--- src/rtl/mips_mem_arbiter.sv ---
// Arbitrates the MIPS fetch and load/store ports onto one single-port synchronous word RAM.
// Optional macro MEM_ARB_RR_EN: round-robin on ties (default build: fixed priority, D over I).
module mips_mem_arbiter #(
  parameter int ADDR_W = 8,
  parameter int DATA_W = 32,
  localparam int BE_W  = DATA_W / 8
) (
  input  logic              clk,
  input  logic              rst,
  input  logic              i_req,
  input  logic [ADDR_W-1:0] i_addr,
  output logic              i_ack,
  output logic [DATA_W-1:0] i_rdata,
  input  logic              d_req,
  input  logic              d_we,
  input  logic [ADDR_W-1:0] d_addr,
  input  logic [DATA_W-1:0] d_wdata,
  input  logic [BE_W-1:0]   d_be,
  output logic              d_ack,
  output logic [DATA_W-1:0] d_rdata,
  output logic              mem_en,
  output logic [BE_W-1:0]   mem_we,
  output logic [ADDR_W-1:0] mem_addr,
  output logic [DATA_W-1:0] mem_wdata,
  input  logic [DATA_W-1:0] mem_rdata,
  output logic              busy
);

  typedef enum logic [1:0] {IDLE, ACCESS, RESPOND} state_t;
  typedef enum logic {OWN_I, OWN_D} owner_t;

  state_t              state_q, state_d;
  owner_t              owner_q, owner_d;
  logic                mem_en_q, mem_en_d;
  logic [BE_W-1:0]     mem_we_q, mem_we_d;
  logic [ADDR_W-1:0]   mem_addr_q, mem_addr_d;
  logic [DATA_W-1:0]   mem_wdata_q, mem_wdata_d;
  logic                pick_d;

`ifdef MEM_ARB_RR_EN
  owner_t last_grant_q, last_grant_d;
  // A tie goes to whichever port did not win most recently.
  assign pick_d = d_req && (!i_req || (last_grant_q == OWN_I));
`else
  // The load/store belongs to the older instruction, so it always wins a tie.
  assign pick_d = d_req;
`endif

  always_comb begin
    state_d     = state_q;
    owner_d     = owner_q;
    mem_en_d    = mem_en_q;
    mem_we_d    = mem_we_q;
    mem_addr_d  = mem_addr_q;
    mem_wdata_d = mem_wdata_q;
`ifdef MEM_ARB_RR_EN
    last_grant_d = last_grant_q;
`endif
    case (state_q)
      IDLE: begin
        if (i_req || d_req) begin
          state_d  = ACCESS;
          mem_en_d = 1'b1;
          if (pick_d) begin
            owner_d    = OWN_D;
            mem_addr_d = d_addr;
            if (d_we) begin
              mem_we_d    = d_be;
              mem_wdata_d = d_wdata;
            end else begin
              mem_we_d = '0;
            end
          end else begin
            owner_d    = OWN_I;
            mem_addr_d = i_addr;
            mem_we_d   = '0;
          end
`ifdef MEM_ARB_RR_EN
          last_grant_d = owner_d;
`endif
        end
      end
      ACCESS: begin
        state_d  = RESPOND;
        mem_en_d = 1'b0;
        mem_we_d = '0;
      end
      RESPOND: state_d = IDLE;
      default: state_d = IDLE;
    endcase
  end

  always_ff @(posedge clk) begin
    if (rst) begin
      state_q     <= IDLE;
      owner_q     <= OWN_I;
      mem_en_q    <= 1'b0;
      mem_we_q    <= '0;
      mem_addr_q  <= '0;
      mem_wdata_q <= '0;
`ifdef MEM_ARB_RR_EN
      last_grant_q <= OWN_D;
`endif
    end else begin
      state_q     <= state_d;
      owner_q     <= owner_d;
      mem_en_q    <= mem_en_d;
      mem_we_q    <= mem_we_d;
      mem_addr_q  <= mem_addr_d;
      mem_wdata_q <= mem_wdata_d;
`ifdef MEM_ARB_RR_EN
      last_grant_q <= last_grant_d;
`endif
    end
  end

  assign mem_en    = mem_en_q;
  assign mem_we    = mem_we_q;
  assign mem_addr  = mem_addr_q;
  assign mem_wdata = mem_wdata_q;
  assign i_rdata   = mem_rdata;
  assign d_rdata   = mem_rdata;
  assign i_ack     = (state_q == RESPOND) && (owner_q == OWN_I);
  assign d_ack     = (state_q == RESPOND) && (owner_q == OWN_D);
  assign busy      = (state_q != IDLE);

endmodule

--- config.mk ---
export PLATFORM = sky130hd
export DESIGN_NAME = mips_mem_arbiter
export DESIGN_NICKNAME = d
export VERILOG_FILES = /design/src/rtl/mips_mem_arbiter.sv
export SDC_FILE = /design/constraint.sdc
export NUM_CORES = 1
export LEC_CHECK = 0
export ABC_AREA = 1
export ABC_CLOCK_PERIOD_IN_PS = 1400
export BUFFER_PORTS_ARGS = -buffer_cell sky130_fd_sc_hd__buf_2
export CORE_MARGIN = 2
export CORE_UTILIZATION = 25
export DETAILED_ROUTE_END_ITERATION = 10
export SETUP_SLACK_MARGIN = 0.2
export SLEW_MARGIN = 20
export SYNTH_ARGS = -nofsm -noshare
export SYNTH_HDL_FRONTEND = slang
export SYNTH_SLANG_ARGS = --single-unit
--- constraint.sdc ---
create_clock -name clk -period 1.4 [get_ports clk]
set_input_delay 0.35 -clock clk [delete_from_list [all_inputs] [get_ports clk]]
set_output_delay 0.35 -clock clk [all_outputs]
set_load 0.05 [all_outputs]
# After elaboration in Yosys (flattened, before gate mapping)
# Cells that the tools add are included.
# W data, S select, Z words.
dict set report word_totals {
  reg_bits 48
  output_inout_bits 112
}
dict set report op_classes {
  reduce_logical 9
  bitwise_logic 1
  n_mux 10
  eq_ne 3
}
# operator n
set ops {}
lappend ops {{$mux W4} 3}
lappend ops {{$mux W8} 1}
lappend ops {{$pmux W4 S2} 1}
lappend ops {{$pmux W2 S2} 1}
lappend ops {{$reduce_and A2 Y1} 2}
lappend ops {{$reduce_and A4 Y1} 1}
lappend ops {{$reduce_bool A2 Y1} 2}
lappend ops {{$eq A2 B1 Y1 const B} 1}
lappend ops {{$eq A2 B2 Y1 const B} 1}
lappend ops {{$logic_and A1 B1 Y1} 2}
lappend ops {{$logic_not A2 Y1} 1}
lappend ops {{$mux W1} 2}
lappend ops {{$mux W2} 1}
lappend ops {{$ne A2 B2 Y1 const B} 1}
lappend ops {{$pmux W1 S2} 1}
lappend ops {{$logic_or A1 B1 Y1} 1}
lappend ops {{$not A1 Y1} 1}

# Longest topological paths before layout
# Gate-level depths: netlist (run 1).
dict set report logic_depth {
  depth_word 4
  ltp_mapped 8
  ltp_nobuf 6
}

# Worst setup path before layout (run 1)
# Ideal clock, no wire load.
dict set report synth_timing {
  path_kind {reg-to-output}
  startpoint {register state_q[1]}
  endpoint {output d_ack}
  path_buffers 0
  stages_incl_launch_ff 3
  slack_ns -0.606
  t_required_ns 1.050
  t_arrival_ns 1.656
  cell_sequence {dfxtp_1 > inv_1 > nor3b_1}
}
dict set report synth_via {
  elab_chain_cells 2
}
# element line_no
set synth_rtl {}
lappend synth_rtl {{from (decl)} 32} ;# state_t state_q, state_d;
lappend synth_rtl {{from (signal assigned)} 105} ;# state_q <= state_d;
lappend synth_rtl {{$eq A2 B2 Y1} 124} ;# assign d_ack = (state_q == RESPOND) && (owner_q == OWN_D);
lappend synth_rtl {{$logic_and A1 B1 Y1} 124}
lappend synth_rtl {{to (decl)} 19} ;# output logic d_ack,
# No other way between the ends.

# Final worst setup path (run 1)
dict set report layout_timing {
  startpoint {register state_q[1]}
  endpoint {output i_ack}
}
dict set report layout_via {
  elab_chain_cells 2
}
# element line_no
set layout_rtl {}
lappend layout_rtl {{$eq A2 B2 Y1} 123} ;# assign i_ack = (state_q == RESPOND) && (owner_q == OWN_I);
lappend layout_rtl {{$logic_and A1 B1 Y1} 123}
lappend layout_rtl {{to (decl)} 12} ;# output logic i_ack,
# No other way between the ends.

==> results by group, run 1 <==
Finish
  • Layout cell share with drive strength beyond 1: 0.757
  • Number of nets in the layout: 458
  • Layout filler cell count: 890
  • Layout Cell Area excl Fill: 3960 um2
  • Filler-free cell count of the finished design: 499
  • Antenna diodes: 0
  • Most common library cell in the layout ignoring fill and taps: sky130_fd_sc_hd__buf_2
  • Area Growth Syn to Fin: 64.8%
  • Most frequent cells in the layout: sky130_fd_sc_hd__buf_2, sky130_fd_sc_hd__nor2_1, sky130_fd_sc_hd__o21ai_2

Clock network
  • H-Tree Level Count: 2
  • Hold bufs inserted after CTS: 0
  • Clock net sink count: 48
  • Clock root buffer: sky130_fd_sc_hd__clkbuf_8
  • Clock input transition at the sequential cells of the worst setup and hold paths: 0.09 ns
  • Cts bufs inserted: 5
  • Bufs on Longest Clock Path: 2
  • CTS tree: done
  • Later-pin clock latency in the skew report: 0.30 ns

Yosys
  • Sequential-to-total area share from yosys stat: 0.400
  • Mean Syn Cell Area: 7.90 um2
  • Mapped Cells: 304
  • Flop and latch count out of synthesis: 48
  • Unique masters post-synth: 23
  • Post-synthesis cell area: 2400 um2
  • Yosys top cell by area: sky130_fd_sc_hd__dfxtp_1
  • Cell types with the largest area share after synthesis: sky130_fd_sc_hd__dfxtp_1, sky130_fd_sc_hd__buf_4, sky130_fd_sc_hd__nor2_1
  • Warnings, synthesis: 0
  • Area share of the largest cell type after synthesis: 0.400
  • Post-Synthesis Net Count: 393

STA
  • Minimum clock period: 1.45 ns
  • Slew at the pin closest to its max-slew limit: 0.466 ns
  • Max transition margin: 0.688
  • Part of the cycle the worst path needs: 1.04
  • Setup ws final: -0.0521 ns
  • Maximum clock skew at final layout: 0.00428 ns
  • RSZ-0062 raised after global routing: yes
  • Final max-slew violation count: 0
  • Maximum achievable frequency: 689 MHz
  • Hold violation total from the final report: 0
  • Final count of negative-setup-slack endpoints: 4

Detailed routing
  • Drt pass-1 iters: 4
  • Routed wire per std cell: 15.0 um
  • Number of DRC violations after detailed-routing iteration 0: 21
  • Post-route DRC: 0
  • Vias/cell: 4.17
  • Via total after detailed routing: 2,081
  • Routed wire length: 7.48 mm
  • Number of nets with antenna violations after detailed routing: 0

Critical path
  • Peak fanout along the critical path: 3
  • Crit path launch type: flip-flop
  • Type of the worst setup path: flip-flop to primary output
  • Kind of end point of the critical path: primary output
  • Data arrival, critical path: 1.10 ns
  • Required time of the critical path: 1.05 ns

Global routing
  • GRT Residual Overflow: 0
  • Initial antenna violation count: 0
  • All-layer global routing usage: 0.123
  • Pin count of the biggest net entering global routing: 21
  • Global-route wire length before repair: 9.73 mm
  • Via count of the first global-routing pass: 2,030

Placed design
  • Instance area at placement: 2540 um2
  • Number of cells in the design after placement: 465
  • Weighted congestion at the end of routability-driven global placement: 0.756
  • Number of I/O port buffers: 104
  • Post-DP HPWL: 3.95 mm

Pwr
  • Power density cells: 1020 nW/um2
  • Leakage: 1.65 nW
  • Total design power: 0.00404 W
  • IR Drop Worst-Case VDD: 498 uV

Run status
  • Run status: finished with violations
  • Failing checks: setup timing

Floorplan
  • Full die area: 10,400 um2
  • X dimension of the die: 102 um
  • Die Height: 102 um
  • Effective utilization at floorplan: 0.259
  • Number of core rows: 35
  • Core box area: 9280 um2
  • I/O pins: 201

Run
  • Number of max-cap violations: 0

Min path
  • Kind of path behind the tightest hold check: input port to flip-flop
## through the flow
step	hold WS, ns	setup TNS, ns	util	setup slack (ns)
2_1_floorplan	0.485	0	-	0.103
3_3_place_gp	0.460	0	0.273	0.129
3_5_place_dp	0.466	0	0.273	0.122
4_1_cts	0.278	-0.138	0.358	-0.0707
5_1_grt	0.281	-0.687	0.426	-0.105
6_report	0.280	-0.148	0.426	-0.0521
## what timing repair did
action                                 4_1_cts  5_1_grt
resized for setup                          200      148
endpoints found under the hold margin        0        0
gates cloned                                 4        6
setup endpoints to repair                   89       91
pin swaps                                   71       43
setup buffers                                5       11
## flip-flops by register name (all words and copies together) (netlist names)
name / cells
mem_en: 1
mem_wdata: 32
state_q: 2
owner_q: 1
mem_we: 4
mem_addr: 8
## cells in the mapped netlist
library cell and instances:
sky130_fd_sc_hd__nand2_4 2, sky130_fd_sc_hd__nor2_1 73, sky130_fd_sc_hd__nand2_1 28, sky130_fd_sc_hd__buf_4 65, sky130_fd_sc_hd__a21oi_1 14, sky130_fd_sc_hd__buf_6 5
sky130_fd_sc_hd__buf_12 3, sky130_fd_sc_hd__clkbuf_1 4, sky130_fd_sc_hd__nor2_8 1, sky130_fd_sc_hd__nor2_2 1, sky130_fd_sc_hd__inv_8 1, sky130_fd_sc_hd__nand3_1 8
sky130_fd_sc_hd__nand2_2 1, sky130_fd_sc_hd__nor3_1 1, sky130_fd_sc_hd__inv_2 1, sky130_fd_sc_hd__o21ai_0 33, sky130_fd_sc_hd__nand2_8 1, sky130_fd_sc_hd__o21ai_1 7
sky130_fd_sc_hd__nor3b_1 1, sky130_fd_sc_hd__dfxtp_1 48, sky130_fd_sc_hd__clkinv_4 1, sky130_fd_sc_hd__buf_2 1, sky130_fd_sc_hd__inv_1 4
## layout make-up
class                           instances  area, um2  area share
Timing Repair Buffer                  126       1190       0.302
Tap cell                              129        161      0.0408
Inverter                                7       63.8      0.0161
Multi-Input combinational cell        178       1310       0.331
Clock buffer                            8        100      0.0253
Timing Repair inverter                  3       43.8      0.0111
Sequential cell                        48       1080       0.274
## critical path: stages (launching register included)
cell and delay [ns]:
sky130_fd_sc_hd__dfxtp_4 0.40, sky130_fd_sc_hd__inv_4 0.05, sky130_fd_sc_hd__nor3_4 0.18, sky130_fd_sc_hd__buf_6 0.18
## logic make-up (layout without fill, tap and decap cells)
family          Yosys count  count (layout)  share of synthesized area
buf+inv                  85             144                      0.276
flops                    48              48                      0.400
simple gates            117             124                      0.211
compound gates           54              54                      0.113
## report_power, final
part / switching (W) / leakage [nW] / internal (W) / total [W]
Combinational: 0.000868 / 1.18 / 0.000656 / 0.00152
Sequential: 0.000126 / 0.420 / 0.00148 / 0.00161
Clock: 0.000456 / 0.0515 / 0.000452 / 0.000908
Total: 0.00145 / 1.65 / 0.00259 / 0.00404
## path summary, 6_finish.rpt
path / startpoint / end / slack (ns) / depth (start not counted)
max: state_q[1] / i_ack / -0.05 / 3
min: d_wdata[21] / mem_wdata[21] / 0.28 / 3
max reg2reg: state_q[1] / mem_wdata[2] / -0.02 / 8
min reg2reg: mem_we[2] / mem_we[2] / 0.49 / 2
## per-layer routing
metal / routed length, um / GRT usage / vias to the layer above / part of all wire
met5: 0 / 0 / - / 0
met4: 169 / 0.0523 / 0 / 0.023
met3: 557 / 0.0458 / 22 / 0.074
met2: 3830 / 0.216 / 87 / 0.51
met1: 2920 / 0.132 / 927 / 0.39
li1: - / - / 1045 / -
Note: power is estimated with default switching activity, not from simulation.
==> inputs of run 2 (changes only) <==
ABC_CLOCK_PERIOD_IN_PS = 1700   (was 1400)
MAX_ROUTING_LAYER = met4   (was default)
RECOVER_POWER = 25   (was default)
clock period = 1.7 ns   (was 1.4 ns; I/O delays follow)
==> run 2 against run 1 <==
  * Flip-flop and latch count unchanged
  * Clock skew rose by 0.0028 ns
  * Sequential share of layout area rose by 8.9 points
  * The flow now finishes without violations
  * Critical path depth did not move
  * Global-route usage is 1.4 points lower
==> results by group, run 2 (synthesized netlist as in run 1, its figures left out) <==
Run status
  • Run status: finished clean

Clock network
  • CTS tree: done
  • Cts bufs inserted: 5 (unchanged)
  • H-Tree Level Count: 2 (unchanged)
  • Later-pin clock latency in the skew report: 0.30 ns (about the same)
  • Clock input transition at the sequential cells of the worst setup and hold paths: 0.09 ns (about the same)
  • Clock root buffer: sky130_fd_sc_hd__clkbuf_8
  • Bufs on Longest Clock Path: 2 (unchanged)
  • Clock net sink count: 48 (unchanged)

Pwr
  • Power density cells: 1020 nW/um2 (-0.52%)
  • Leakage: 1.29 nW (-22%)
  • IR Drop Worst-Case VDD: 311 uV (-37%)

Global routing
  • Via count of the first global-routing pass: 1,798 (-11%)
  • Global-route wire length before repair: 8.49 mm (-13%)
  • All-layer global routing usage: 0.109 (-0.0141)
  • Initial antenna violation count: 2 (+2)
  • Pin count of the biggest net entering global routing: 34 (+62%)
  • GRT Residual Overflow: 0 (unchanged)

Placed design
  • Post-DP HPWL: 4.02 mm (+1.8%)
  • Instance area at placement: 2510 um2 (-1.0%)
  • Number of I/O port buffers: 104 (unchanged)
  • Weighted congestion at the end of routability-driven global placement: 0.794 (+5.0%)

Floorplan
  • I/O pins: 201 (unchanged)
  • X dimension of the die: 102 um (unchanged)
  • Number of core rows: 35 (unchanged)
  • Die Height: 102 um (unchanged)
  • Effective utilization at floorplan: 0.259 (unchanged)
  • Core box area: 9280 um2 (unchanged)
  • Full die area: 10,400 um2 (unchanged)

Detailed routing
  • Routed length on met1: 2.33 mm (-20%)
  • Met2 wirelength from detailed routing: 2.43 mm (-37%)
  • Post-route DRC: 0 (unchanged)
  • Number of nets with antenna violations after detailed routing: 0 (unchanged)
  • Drt pass-1 iters: 4 (unchanged)
  • Via total after detailed routing: 1,925 (-7.5%)
  • Vias/cell: 4.04 (-3.0%)
  • Top routing layer in use: met4
  • Met3 Routed Length: 602 um (+8.1%)
  • Routed wire length: 5.53 mm (-26%)
  • Routed wire per std cell: 11.6 um (-22%)
  • Number of DRC violations after detailed-routing iteration 0: 39 (+86%)

Critical path
  • Data arrival, critical path: 1.11 ns (about the same)
  • Crit path max-delay cell type: sky130_fd_sc_hd__dfxtp_4
  • Required time of the critical path: 1.27 ns (+0.22 ns)
  • Crit path launch type: flip-flop
  • Stage delay of the slowest cell on the critical path: 0.38 ns (-0.02 ns)
  • Kind of end point of the critical path: primary output
  • Peak fanout along the critical path: 3 (unchanged)
  • Type of the worst setup path: flip-flop to primary output
  • Ordered cell list for the critical path: inv_4, nor3b_4, buf_6

Finish
  • Most common library cell in the layout ignoring fill and taps: sky130_fd_sc_hd__buf_2
  • Sequential cell area: 970 um2 (-10%)
  • Most frequent cells in the layout: sky130_fd_sc_hd__buf_2, sky130_fd_sc_hd__nor2_1, sky130_fd_sc_hd__dfxtp_1
  • Layout filler cell count: 1,056 (+19%)
  • Number of nets in the layout: 433 (-5.5%)
  • Area used by multi-input combinational logic: 800 um2 (-39%)
  • Layout Cell Area excl Fill: 2680 um2 (-32%)
  • Layout cell share with drive strength beyond 1: 0.386 (-0.371)
  • Largest register FFs: 32 (unchanged)
  • Area Growth Syn to Fin: 11.4%

STA
  • Final count of negative-setup-slack endpoints: 0 (-4)
  • Hold violation total from the final report: 0 (unchanged)
  • Sum of negative setup slack: 0 ns (+0.148 ns)
  • Maximum clock skew at final layout: 0.00708 ns (+0.00280 ns)
  • Part of the cycle the worst path needs: 0.900
  • Slew at the pin closest to its max-slew limit: 0.272 ns (-0.193 ns)
  • Minimum clock period: 1.53 ns
  • Final max-slew violation count: 0 (unchanged)
  • Max transition margin: 0.819 (+0.130)
  • RSZ-0062 raised after global routing: yes
  • Maximum achievable frequency: 653 MHz

Min path
  • Kind of path behind the tightest hold check: input port to flip-flop

Run
  • Number of max-cap violations: 0 (unchanged)
run 2: cell count changes in the layout (fill, tap and decap cells not counted), moves of 11 or more:
cell / delta
sky130_fd_sc_hd__dfxtp_2: -21
sky130_fd_sc_hd__dfxtp_4: -23
sky130_fd_sc_hd__buf_8: -28
sky130_fd_sc_hd__nor2_4: -17
sky130_fd_sc_hd__nor2_2: -11
sky130_fd_sc_hd__buf_6: -20
sky130_fd_sc_hd__o21ai_2: -31
sky130_fd_sc_hd__dfxtp_1: +44
sky130_fd_sc_hd__nor2_1: +28
sky130_fd_sc_hd__buf_2: +45
sky130_fd_sc_hd__o21ai_0: +25
sky130_fd_sc_hd__a21oi_1: +12
run 2: metal layers:
metal / GRT usage / vias up
li1: - / 983
met1: 0.117 / 807
met2: 0.175 / 111
met3: 0.0397 / 24
met4: 0.0574 / 0
met5: - / -
run 2: metrics by stage:
stage               setup slack (ns)  total power (W)  instances  utilization  hold WS (ns)
floorplan                      0.177          0.00226        304            -         0.485
global placement               0.273          0.00201        463        0.270         0.458
detailed placement             0.252          0.00202        463        0.270         0.467
CTS                            0.146          0.00276        472        0.284         0.356
global route                   0.128          0.00288        476        0.288         0.372
finish                         0.170          0.00272        476        0.288         0.363
run 2: where the power goes:
part / internal, W / leakage, nW / switching [W]
clock: 0.000333 / 0.0455 / 0.000368
sequential: 0.00121 / 0.397 / 0.0000527
combinational: 0.000216 / 0.848 / 0.000533
total: 0.00176 / 1.29 / 0.000954
run 2: cell type report:
cell class,instances,share of cell area
sequential,48,0.362
inverter,7,0.0154
timing repair buffer,111,0.227
antenna,2,0.00187
clock buffer,8,0.0337
multi-input combinational,171,0.299
tap,129,0.0603
run 2: worst paths after layout:
path / from / endpoint / slack, ns / cells past startpoint
min: d_wdata[26] / mem_wdata[26] / 0.36 / 3
max: state_q[1] / d_ack / 0.17 / 3
min reg2reg: mem_wdata[21] / mem_wdata[21] / 0.48 / 2
max reg2reg: state_q[1] / mem_wdata[19] / 0.27 / 7
run 2: what timing repair did:
item	in CTS	in global routing
setup buffers	1	2
hold buffers	0	0
pin swaps	1	1
endpoints found under the setup margin	3	7
resized for setup	13	7
run 2: worst max-delay path, delay by kind of cell (launching register included):
| kind | cells | cell delay [ns] |
|---|---|---|
| flops | 1 | 0.38 |
| simple gates | 1 | 0.20 |
| buf+inv | 2 | 0.23 |
==> inputs of run 3 (changes only) <==
ABC_AREA = default   (was 1)
==> run 3 against run 2 <==
  * Via count shrank 3.3%
  * Flip-flop and latch count unchanged
  * Critical endpoint unchanged
  * Clock-buffer cell count shrank 2
  * Sequential share of layout area increased by 0.15 points
  * Setup slack better by 0.035 ns
  * Worst hold slack got worse by 0.0070 ns
  * Area after synthesis is 0.89% lower
  * Global-route usage shrank 0.70 points
  * Combinational power fell by 19%
==> results by group, run 3 <==
Global routing
  • Met2 track utilization from global routing: 0.162 (-0.0121)
  • Busiest layer in global routing: met2
  • GRT Residual Overflow: 0 (unchanged)
  • Initial antenna violation count: 0 (-2)
  • Met3 Use GR: 0.0352 (-0.00447)
  • All-layer global routing usage: 0.102 (-0.00695)
  • Via count of the first global-routing pass: 1,729 (-3.8%)
  • Pin count of the biggest net entering global routing: 49 (+44%)
  • Global-route wire length before repair: 8.10 mm (-4.6%)
  • Met1 Usage GRT: 0.117 (+0.000163)

Floorplan
  • Number of core rows: 35 (unchanged)
  • Full die area: 10,300 um2 (-0.85%)
  • X dimension of the die: 102 um (-0.43%)
  • Core box area: 9240 um2 (-0.47%)
  • Effective utilization at floorplan: 0.258 (-0.00108)
  • I/O pins: 201 (unchanged)
  • Die Height: 102 um (-0.43%)

Min path
  • Kind of path behind the tightest hold check: input port to flip-flop

Clock network
  • Later-pin clock latency in the skew report: 0.29 ns (about the same)
  • Clock root buffer: sky130_fd_sc_hd__clkbuf_8
  • Bufs on Longest Clock Path: 2 (unchanged)
  • H-Tree Level Count: 2 (unchanged)
  • Clock net sink count: 48 (unchanged)
  • Cts bufs inserted: 5 (unchanged)
  • CTS tree: done
  • Clock input transition at the sequential cells of the worst setup and hold paths: 0.09 ns (about the same)

Yosys
  • Mapped Cells: 279 (-8.2%)
  • Cell types with the largest area share after synthesis: sky130_fd_sc_hd__dfxtp_1, sky130_fd_sc_hd__buf_4, sky130_fd_sc_hd__nand2_1
  • Most frequent cell after synthesis: sky130_fd_sc_hd__nand2_1
  • Leading register cell type out of synthesis: sky130_fd_sc_hd__dfxtp_1
  • Mean Syn Cell Area: 8.53 um2 (+8.0%)
  • Top cells by instance count after synthesis: sky130_fd_sc_hd__nand2_1, sky130_fd_sc_hd__buf_4, sky130_fd_sc_hd__dfxtp_1
  • Number of synthesized flops with an enable pin: 0 (unchanged)
  • Sequential-to-total area share from yosys stat: 0.404 (+0.00358)
  • Post-Synthesis Net Count: 368 (-6.4%)
  • Area share of the largest cell type after synthesis: 0.404 (+0.00358)
  • Share of flip-flops with an asynchronous set or reset: 0 (unchanged)
  • Yosys top cell by area: sky130_fd_sc_hd__dfxtp_1
  • Post-synthesis cell area: 2380 um2 (-0.89%)
  • Unique masters post-synth: 23 (unchanged)
  • Warnings, synthesis: 0 (unchanged)
  • Flop and latch count out of synthesis: 48 (unchanged)

Critical path
  • Peak fanout along the critical path: 6 (+3)
  • Crit path launch type: flip-flop
  • Launch point of the critical path: state_q[0]
  • Destination of the critical timing path: d_ack
  • Kind of end point of the critical path: primary output
  • Minimum setup slack among reg-to-reg paths: 0.38 ns (+0.11 ns)
  • Data arrival, critical path: 1.07 ns (-0.04 ns)
  • Required time of the critical path: 1.27 ns (about the same)
  • Type of the worst setup path: flip-flop to primary output
  • Startpoint of the most critical register-to-register path: state_q[0]
  • FF-to-FF path depth: 5 (-2)
  • Reg-to-reg endpoint: mem_wdata[28]

Finish
  • Area Growth Syn to Fin: 11.9%
  • Layout filler cell count: 1,011 (-4.3%)
  • Number of nets in the layout: 408 (-5.8%)
  • Sequential cell area: 970 um2 (unchanged)
  • Area used by multi-input combinational logic: 816 um2 (+2.0%)
  • Most frequent cells in the layout: sky130_fd_sc_hd__buf_2, sky130_fd_sc_hd__nand2_1, sky130_fd_sc_hd__dfxtp_1
  • Antenna diodes: 0 (-2)
  • Largest register FFs: 32 (unchanged)
  • Layout Cell Area excl Fill: 2660 um2 (-0.42%)
  • Most common library cell in the layout ignoring fill and taps: sky130_fd_sc_hd__buf_2
  • Layout cell share with drive strength beyond 1: 0.450 (+0.0645)

STA
  • Final max-slew violation count: 0 (unchanged)
  • Max transition margin: 0.728 (-0.0911)
  • Maximum clock skew at final layout: 0.00677 ns (-0.000313 ns)
  • Maximum achievable frequency: 669 MHz (+2.3%)
  • Slew at the pin closest to its max-slew limit: 0.408 ns (+0.136 ns)
  • RSZ-0062 raised after global routing: yes
  • Minimum clock period: 1.50 ns (-0.0349 ns)
  • Sum of negative setup slack: 0 ns (unchanged)
  • Part of the cycle the worst path needs: 0.880 (-0.0206)
  • Final count of negative-setup-slack endpoints: 0 (unchanged)
  • Hold violation total from the final report: 0 (unchanged)

Detailed routing
  • Routed wire length: 5.22 mm (-5.7%)
  • Drt pass-1 iters: 4 (unchanged)
  • Routed wire per std cell: 11.6 um (about the same)
  • Vias/cell: 4.14 (+2.5%)
  • Post-route DRC: 0 (unchanged)
  • Via total after detailed routing: 1,861 (-3.3%)
  • Number of DRC violations after detailed-routing iteration 0: 29 (-26%)
  • Number of nets with antenna violations after detailed routing: 0 (unchanged)

Pwr
  • Proportion of power drawn by the clock network: 0.275 (+0.017)
  • Int Power: 0.00171 W (-3.2%)
  • Combinational share of power: 0.239 (-0.037)
  • Leakage: 1.20 nW (-7.0%)
  • Power density cells: 953 nW/um2 (-6.1%)
  • Sequential share of power: 0.486 (+0.020)
  • IR Drop Worst-Case VDD: 302 uV (-3.1%)
  • Switch share: 0.329 (-0.0227)
  • Power spent charging and discharging nets: 0.000834 W (-13%)

Placed design
  • Weighted congestion at the end of routability-driven global placement: 0.673 (-15%)
  • Number of I/O port buffers: 104 (unchanged)
  • Instance area at placement: 2520 um2 (+0.55%)
  • Post-DP HPWL: 3.84 mm (-4.5%)

Run
  • Number of max-cap violations: 0 (unchanged)

Run status
  • Run status: finished clean
[run 3: what timing repair did]
| action | 4_1_cts | 5_1_grt |
|---|---|---|
| buffers inserted | 1 | 1 |
| resized for setup | 10 | 3 |
| setup endpoints to repair | 3 | 4 |
| hold endpoints to repair | 0 | 0 |
| hold buffers | 0 | 0 |
| cloned | 0 | 0 |
[run 3: how the worst min path moves through the flow]
stage                   from  slack [ns]            end  cells past startpoint
5_1_grt          d_wdata[29]        0.35  mem_wdata[29]                      3
3_3_place_gp   mem_wdata[19]        0.44  mem_wdata[19]                      2
6_report         d_wdata[27]        0.36  mem_wdata[27]                      3
3_5_place_dp   mem_wdata[13]        0.44  mem_wdata[13]                      2
4_1_cts          d_wdata[27]        0.34  mem_wdata[27]                      3
2_1_floorplan        owner_q        0.50        owner_q                      2
[run 3: through the flow]
stage,utilization,std cells,setup slack [ns],power [W],hold slack (ns)
after floorplan,-,279,0.354,0.00210,0.497
after global placement,0.273,439,0.333,0.00185,0.439
after detailed placement,0.273,439,0.299,0.00186,0.444
after CTS,0.287,448,0.189,0.00259,0.337
after global routing,0.288,449,0.154,0.00269,0.348
final,0.288,449,0.205,0.00254,0.356
[run 3: area by class of cell]
type	count	area share
Sequential cell	48	0.364
Clock buffer	6	0.0310
Timing Repair Buffer	113	0.233
Tap cell	129	0.0606
Inverter	1	0.00141
Multi-Input combinational cell	150	0.306
Clock inverter	2	0.00376
[run 3: power by group through the flow]
stage / clock network (W) / registers, W / logic (W)
final: 0.000698 / 0.00123 / 0.000608
after global routing: 0.000788 / 0.00124 / 0.000656
after CTS: 0.000748 / 0.00123 / 0.000611
after detailed placement: 0 / 0.00126 / 0.000601
after global placement: 0 / 0.00126 / 0.000593
after floorplan: 0 / 0.00148 / 0.000624
[run 3: cell families after synthesis]
logic type	after synthesis	synth area share
buf+inv	81	0.261
mux	8	0.0337
simple gates	83	0.145
compound gates	59	0.156
flops	48	0.404
[run 3: metal layers]
layer / up-vias / share of wire
met2: 67 / 0.48
met5: - / 0
met1: 853 / 0.43
met4: 0 / 0.015
met3: 18 / 0.073
li1: 923 / -
[run 3: critical path, cell delays in order, from the launching register on]
cell and delay [ns]:
sky130_fd_sc_hd__dfxtp_4 0.38, sky130_fd_sc_hd__and3b_1 0.23, sky130_fd_sc_hd__buf_6 0.16
